$ cat src/rtl/veda_pkg.sv
// Shared types and widths for the veda register-bank front end.
package veda_pkg;

    localparam int VEDA_DATA_W = 32;
    localparam int VEDA_ADDR_W = 5;

    typedef enum logic [1:0] {
        ST_IDLE    = 2'd0,
        ST_ISSUE   = 2'd1,
        ST_CAPTURE = 2'd2,
        ST_RESP    = 2'd3
    } veda_state_t;

    typedef struct packed {
        logic                   mode;
        logic                   we;
        logic [VEDA_ADDR_W-1:0] addr_a;
        logic [VEDA_ADDR_W-1:0] addr_b;
        logic [VEDA_DATA_W-1:0] data;
    } veda_cmd_t;

endpackage

$ cat src/rtl/veda_arb_if.sv
// Two-requester command/response bundle in front of veda.
interface veda_arb_if
    import veda_pkg::*;
#(
    parameter int DATA_W = VEDA_DATA_W,
    parameter int ADDR_W = VEDA_ADDR_W
);
    logic [1:0]        req_valid;
    logic [1:0]        req_ready;
    logic [1:0]        req_we;
    logic [1:0]        req_mode;
    logic [ADDR_W-1:0] req_addr_a0;
    logic [ADDR_W-1:0] req_addr_a1;
    logic [ADDR_W-1:0] req_addr_b0;
    logic [ADDR_W-1:0] req_addr_b1;
    logic [DATA_W-1:0] req_wdata0;
    logic [DATA_W-1:0] req_wdata1;
    logic [1:0]        rsp_valid;
    logic [1:0]        rsp_ready;
    logic [DATA_W-1:0] rsp_data;

    modport master (
        output req_valid, req_we, req_mode, req_addr_a0, req_addr_a1,
               req_addr_b0, req_addr_b1, req_wdata0, req_wdata1, rsp_ready,
        input  req_ready, rsp_valid, rsp_data
    );

    modport slave (
        input  req_valid, req_we, req_mode, req_addr_a0, req_addr_a1,
               req_addr_b0, req_addr_b1, req_wdata0, req_wdata1, rsp_ready,
        output req_ready, rsp_valid, rsp_data
    );
endinterface

$ cat src/rtl/rr_arb2.sv
// Two-way round-robin grant: on contention the requester other than last wins.
module rr_arb2 (
    input  logic [1:0] req,
    input  logic       last,
    output logic [1:0] gnt
);
    always_comb begin
        gnt = req;
        if (req == 2'b11) begin
            gnt = last ? 2'b01 : 2'b10;
        end
    end
endmodule

$ cat src/rtl/veda_arb.sv
// Serialises two requesters' commands onto veda's pins and returns read data.
module veda_arb
    import veda_pkg::*;
#(
    parameter int DATA_W = VEDA_DATA_W,
    parameter int ADDR_W = VEDA_ADDR_W
) (
    input  logic              clk,
    input  logic              rst,
    veda_arb_if.slave         bus,
    output logic              busy,
    output logic [15:0]       grant_cnt0,
    output logic [15:0]       grant_cnt1,
    output logic              v_mode,
    output logic              v_we,
    output logic [ADDR_W-1:0] v_addr_a,
    output logic [ADDR_W-1:0] v_addr_b,
    output logic [DATA_W-1:0] v_data_in,
    input  logic [DATA_W-1:0] v_data_out
);
    localparam logic [1:0] S_IDLE    = 2'(ST_IDLE);
    localparam logic [1:0] S_ISSUE   = 2'(ST_ISSUE);
    localparam logic [1:0] S_CAPTURE = 2'(ST_CAPTURE);
    localparam logic [1:0] S_RESP    = 2'(ST_RESP);

    logic [1:0]        state_q;
    logic              last_q;
    logic              winner_q;
    veda_cmd_t         cmd_q;
    veda_cmd_t         cmd_sel;
    logic [1:0]        rsp_valid_q;
    logic [DATA_W-1:0] rsp_data_q;
    logic [1:0]        gnt;
    logic [1:0]        ready;
    logic              gnt_idx;
    logic              accept;

    rr_arb2 u_arb (
        .req  (bus.req_valid),
        .last (last_q),
        .gnt  (gnt)
    );

    // Grants are only offered in IDLE; reset masks them so req_ready reads 0.
    assign ready   = (state_q == S_IDLE && !rst) ? gnt : 2'b00;
    assign gnt_idx = gnt[1];
    assign accept  = |(bus.req_valid & ready);

    always_comb begin
        cmd_sel = '0;
        if (gnt_idx) begin
            cmd_sel.mode   = bus.req_mode[1];
            cmd_sel.we     = bus.req_we[1];
            cmd_sel.addr_a = bus.req_addr_a1;
            cmd_sel.addr_b = bus.req_addr_b1;
            cmd_sel.data   = bus.req_wdata1;
        end else begin
            cmd_sel.mode   = bus.req_mode[0];
            cmd_sel.we     = bus.req_we[0];
            cmd_sel.addr_a = bus.req_addr_a0;
            cmd_sel.addr_b = bus.req_addr_b0;
            cmd_sel.data   = bus.req_wdata0;
        end
    end

    always_ff @(posedge clk or posedge rst) begin
        if (rst) begin
            state_q     <= S_IDLE;
            last_q      <= 1'b1;
            winner_q    <= 1'b0;
            cmd_q       <= '0;
            rsp_valid_q <= 2'b00;
            rsp_data_q  <= '0;
            grant_cnt0  <= 16'd0;
            grant_cnt1  <= 16'd0;
        end else begin
            case (state_q)
                S_IDLE: begin
                    if (accept) begin
                        cmd_q    <= cmd_sel;
                        winner_q <= gnt_idx;
                        last_q   <= gnt_idx;
                        if (gnt_idx) grant_cnt1 <= grant_cnt1 + 16'd1;
                        else         grant_cnt0 <= grant_cnt0 + 16'd1;
                        state_q  <= S_ISSUE;
                    end
                end
                // Command held for exactly one cycle; we is dropped so the
                // remaining pins can sit on the bus without re-writing.
                S_ISSUE: begin
                    cmd_q.we <= 1'b0;
                    state_q  <= cmd_q.we ? S_IDLE : S_CAPTURE;
                end
                S_CAPTURE: begin
                    rsp_data_q  <= v_data_out;
                    rsp_valid_q <= winner_q ? 2'b10 : 2'b01;
                    state_q     <= S_RESP;
                end
                S_RESP: begin
                    if (bus.rsp_ready[winner_q]) begin
                        rsp_valid_q <= 2'b00;
                        state_q     <= S_IDLE;
                    end
                end
                default: state_q <= S_IDLE;
            endcase
        end
    end

    assign bus.req_ready = ready;
    assign bus.rsp_valid = rsp_valid_q;
    assign bus.rsp_data  = rsp_data_q;
    assign busy          = (state_q != S_IDLE);
    assign v_mode        = cmd_q.mode;
    assign v_we          = cmd_q.we;
    assign v_addr_a      = cmd_q.addr_a;
    assign v_addr_b      = cmd_q.addr_b;
    assign v_data_in     = cmd_q.data;
endmodule

$ cat src/flat_wrapper.sv
// flat-port wrapper written by rule: the top's interface ports become plain ports
module veda_arb_flat import veda_pkg::*;
#(
    parameter int DATA_W = VEDA_DATA_W,
    parameter int ADDR_W = VEDA_ADDR_W
)
  (clk, rst, busy, grant_cnt0, grant_cnt1, v_mode, v_we, v_addr_a, v_addr_b, v_data_in, v_data_out, bus_req_valid, bus_req_we, bus_req_mode, bus_req_addr_a0, bus_req_addr_a1, bus_req_addr_b0, bus_req_addr_b1, bus_req_wdata0, bus_req_wdata1, bus_rsp_ready, bus_req_ready, bus_rsp_valid, bus_rsp_data);
  veda_arb_if #(.DATA_W(DATA_W), .ADDR_W(ADDR_W)) bus_i ();
  input  logic clk;
  input  logic rst;
  output logic busy;
  output logic [15:0] grant_cnt0;
  output logic [15:0] grant_cnt1;
  output logic v_mode;
  output logic v_we;
  output logic [ADDR_W-1:0] v_addr_a;
  output logic [ADDR_W-1:0] v_addr_b;
  output logic [DATA_W-1:0] v_data_in;
  input  logic [DATA_W-1:0] v_data_out;
  input wire logic [$bits(bus_i.req_valid)-1:0] bus_req_valid;
  input wire logic [$bits(bus_i.req_we)-1:0] bus_req_we;
  input wire logic [$bits(bus_i.req_mode)-1:0] bus_req_mode;
  input wire logic [$bits(bus_i.req_addr_a0)-1:0] bus_req_addr_a0;
  input wire logic [$bits(bus_i.req_addr_a1)-1:0] bus_req_addr_a1;
  input wire logic [$bits(bus_i.req_addr_b0)-1:0] bus_req_addr_b0;
  input wire logic [$bits(bus_i.req_addr_b1)-1:0] bus_req_addr_b1;
  input wire logic [$bits(bus_i.req_wdata0)-1:0] bus_req_wdata0;
  input wire logic [$bits(bus_i.req_wdata1)-1:0] bus_req_wdata1;
  input wire logic [$bits(bus_i.rsp_ready)-1:0] bus_rsp_ready;
  output wire logic [$bits(bus_i.req_ready)-1:0] bus_req_ready;
  output wire logic [$bits(bus_i.rsp_valid)-1:0] bus_rsp_valid;
  output wire logic [$bits(bus_i.rsp_data)-1:0] bus_rsp_data;
  assign bus_i.req_valid = bus_req_valid;
  assign bus_i.req_we = bus_req_we;
  assign bus_i.req_mode = bus_req_mode;
  assign bus_i.req_addr_a0 = bus_req_addr_a0;
  assign bus_i.req_addr_a1 = bus_req_addr_a1;
  assign bus_i.req_addr_b0 = bus_req_addr_b0;
  assign bus_i.req_addr_b1 = bus_req_addr_b1;
  assign bus_i.req_wdata0 = bus_req_wdata0;
  assign bus_i.req_wdata1 = bus_req_wdata1;
  assign bus_i.rsp_ready = bus_rsp_ready;
  assign bus_req_ready = bus_i.req_ready;
  assign bus_rsp_valid = bus_i.rsp_valid;
  assign bus_rsp_data = bus_i.rsp_data;
  veda_arb #(.DATA_W(DATA_W), .ADDR_W(ADDR_W)) u_core (.clk(clk), .rst(rst), .bus(bus_i), .busy(busy), .grant_cnt0(grant_cnt0), .grant_cnt1(grant_cnt1), .v_mode(v_mode), .v_we(v_we), .v_addr_a(v_addr_a), .v_addr_b(v_addr_b), .v_data_in(v_data_in), .v_data_out(v_data_out));
endmodule
$ cat config.mk
export PLATFORM = sky130hd
export DESIGN_NAME = veda_arb_flat
export DESIGN_NICKNAME = d
export VERILOG_FILES = /design/src/rtl/veda_pkg.sv /design/src/rtl/veda_arb_if.sv /design/src/rtl/rr_arb2.sv /design/src/rtl/veda_arb.sv /design/src/flat_wrapper.sv
export SDC_FILE = /design/constraint.sdc
export NUM_CORES = 1
export LEC_CHECK = 0
export ABC_AREA = 1
export BUFFER_PORTS_ARGS = -buffer_cell sky130_fd_sc_hd__buf_2
export CORE_MARGIN = 3
export CORE_UTILIZATION = 40
export CTS_BUF_LIST = sky130_fd_sc_hd__clkbuf_8
export CTS_CLUSTER_SIZE = 16
export DETAILED_ROUTE_END_ITERATION = 6
export PLACE_DENSITY = 0.7
export SETUP_SLACK_MARGIN = 0.3
export SLEW_MARGIN = 20
export SYNTH_ARGS = -nofsm -noshare
export SYNTH_HDL_FRONTEND = slang
export SYNTH_SLANG_ARGS = --single-unit
$ cat constraint.sdc
create_clock -name clk -period 6.3 [get_ports clk]
set_input_delay 1.26 -clock clk [delete_from_list [all_inputs] [get_ports clk]]
set_output_delay 1.26 -clock clk [all_outputs]
set_load 0.02 [all_outputs]
==> flow_metrics.tcl <==
set metrics [dict create \
    dieWidth_um 119.7 \
    setup-tns-final_ps 0 \
    cts-root-buf "clkbuf_8" \
    fillCellCount 1191 \
    whs_path_depth 2 \
    fin_skew_ps 13.06 \
    dp_hpwl_mm 9.986 \
    min_period_over_period 0.5886 \
    slew_violations 0 \
    initial_core_util 0.4202 \
    worstSetupStartpointType "primary input" \
    rsz0062_at_grt "no" \
    area_growth_pct 34.03 \
    drt_pre_antenna_iters 5 \
    path_clk_slew_ps 60 \
    cp_data_required_time_ps 5040 \
    fin_cells 1009 \
    final_nets 957 \
    cts.sinks 114 \
    via_count 4717 \
    fin_util 0.5632 \
    ys_types 22 \
    route.met2.wl_mm 6.476 \
    p_leak_uw 0.003676 \
    status "finished clean" \
    routed_via_density 4.675 \
    syn-cell-area_um2 5174 \
    ir_worst_vdd_v 0.0001642 \
    avgSynthCellArea_um2 8.799 \
    portBuffers 238 \
    drc 0 \
    hold_start "u_core.v_data_in[6]" \
    placed_cells 978 \
    dieArea_um2 14340 \
    syn_nets 716 \
    num_antenna_cells 0 \
    post_drt_wl_per_cell_um 13.64 \
    top_layer "met4" \
    first_iter_violations 222 \
    netlist_instances 588 \
    postCtsSetupRepairBufs 0 \
    period_needed_ps 3708 \
    grt_pass1_wl_mm 21.72 \
    cts_resized 0 \
    cts_buffer_depth 2 \
    power_density_nw_per_um2 465.4 \
    r2r_cells 8 \
    yosysWarnings 0 \
    grt_antenna_before_repair 0 \
    reg2reg_from "u_core.state_q[0]" \
    io_pins 239 \
    finalHoldViolCount 0 \
    cts_htree_levels 4 \
    slew_headroom 0.2947 \
    wirelength_mm 13.76 \
    hold_path.class "flip-flop to flip-flop" \
    core-area_um2 12310 \
    drive_above_1_share 0.3746 \
    min_to "u_core.v_data_in[6]" \
    wl_met1_mm 5.851 \
    crit_fanout 56 \
    grt_max_degree 67 \
    worstPathArrival_ps 2450 \
    num_rows 40 \
    worst-r2r-setup-slack_ps 3980 \
    mostFrequentLayoutCells "nand2_1, buf_2, dfrtp_1" \
    wl_met3_mm 1.087 \
    synth_seq_area_share 0.5516 \
    grt-ovfl-total 0 \
    track_usage 0.1920 \
    synth_seq_cells 114 \
    drtAntennaViolNets 0 \
    critPathKind "primary input to output pin" \
    place.gp.congestion 0.8337 \
    worst_pin_slew_ps 1055 \
    regToRegEndpoint "u_core.state_q[0]" \
    setup_viol 0 \
    clkLatencyLatePin_ps 450 \
    cts_buffers 17 \
    cts_hold_buf 0 \
    cp-end-kind "output pin" \
    die_h_um 119.7 \
    first_global_vias 4426 \
    timing.fmax_mhz 269.7 \
    cap_violations 0 \
    final_common_cell "nand2_1" \
    cts_tree "yes" \
]
registers in the layout, indices dropped and copies added, names as in the netlist, named ones only:
| register | flops |
|---|---|
| u_core.v_addr_a | 5 |
| u_core.grant_cnt1 | 16 |
| u_core.v_addr_b | 5 |
| u_core.bus.rsp_data | 32 |
| u_core.v_mode | 1 |
| u_core.grant_cnt0 | 16 |
| u_core.v_data_in | 32 |
| u_core.state_q | 1 |
| u_core.last_q | 1 |
| u_core.bus.rsp_valid | 2 |
| u_core.winner_q | 1 |
| u_core.v_we | 1 |
through the flow:
stage	hold slack [ps]	total power [uW]	setup slack, ps	area, um^2
after global routing	506.0	3445	2401	6934
final	476.0	3227	2592	6934
after CTS	479.5	3268	2512	6934
after floorplan	465.9	2036	404.1	5174
after detailed placement	463.3	2486	2519	6479
after global placement	460.3	2461	2535	6479
routing by layer:
metal | global-route usage | vias up
met5 | 0 | -
met4 | 0.08876 | 0
met3 | 0.05655 | 25
met2 | 0.3026 | 199
met1 | 0.2442 | 2140
li1 | - | 2353
cell families after synthesis:
family,after synthesis,share of synthesized area
compound gates,20,0.02007
mux,32,0.06965
buf+inv,52,0.04812
simple gates,352,0.2786
xor+xnor,16,0.02709
flops,114,0.5516
fa+ha+maj,2,0.004836
where the power goes:
| group | switching [uW] | leakage (uW) | total (uW) | internal, uW |
|---|---|---|---|---|
| sequential | 174 | 0.00140 | 1200 | 1020 |
| combinational | 785 | 0.00204 | 1260 | 473 |
| clock | 292 | 0.000228 | 772 | 480 |
worst max path at each step:
stage / start / endpoint / slack [ps] / depth (start not counted)
after floorplan: rst / bus_req_ready[0] / 400 / 5
after global placement: rst / bus_req_ready[1] / 2540 / 5
after detailed placement: rst / bus_req_ready[1] / 2520 / 5
final: rst / bus_req_ready[1] / 2590 / 5
after CTS: rst / bus_req_ready[1] / 2510 / 5
after global routing: rst / bus_req_ready[1] / 2400 / 5
cells in the mapped netlist:
| master | count | area, um^2 |
|---|---|---|
| buf_4 | 9 | 67.56 |
| o22ai_1 | 1 | 6.260 |
| ha_1 | 2 | 25.02 |
| dfrtp_1 | 113 | 2828 |
| inv_2 | 4 | 15.01 |
| nand3_1 | 59 | 295.3 |
| o21bai_1 | 1 | 7.510 |
| buf_2 | 10 | 50.05 |
| nand4_1 | 6 | 37.54 |
| nand3_2 | 1 | 10.01 |
| xor2_1 | 10 | 87.58 |
| xnor2_1 | 6 | 52.55 |
| o21ai_0 | 12 | 60.06 |
| nor2_1 | 38 | 142.6 |
| nand2_1 | 244 | 915.9 |
| buf_6 | 1 | 11.26 |
| mux2_2 | 32 | 360.4 |
| dfstp_2 | 1 | 26.28 |
| a21oi_1 | 6 | 30.03 |
| or2_2 | 1 | 6.260 |
| inv_1 | 28 | 105.1 |
| nor2_4 | 3 | 33.78 |
critical path, stage by stage:
cell     delay [ps]
buf_2           110
inv_4           490
nand3_2         220
nor2_4          150
buf_2           180
cell type report:
cell class	instances	area [um^2]	area share
flip-flops and latches	114	2854	0.4116
multi-input cells	422	2071	0.2986
repair buffers	242	1221	0.1761
clock buffers	22	302.8	0.04367
well taps	168	210.2	0.03031
clock inverters	9	152.6	0.02201
inverters	32	122.6	0.01768
(Power assumes the default switching activity.)
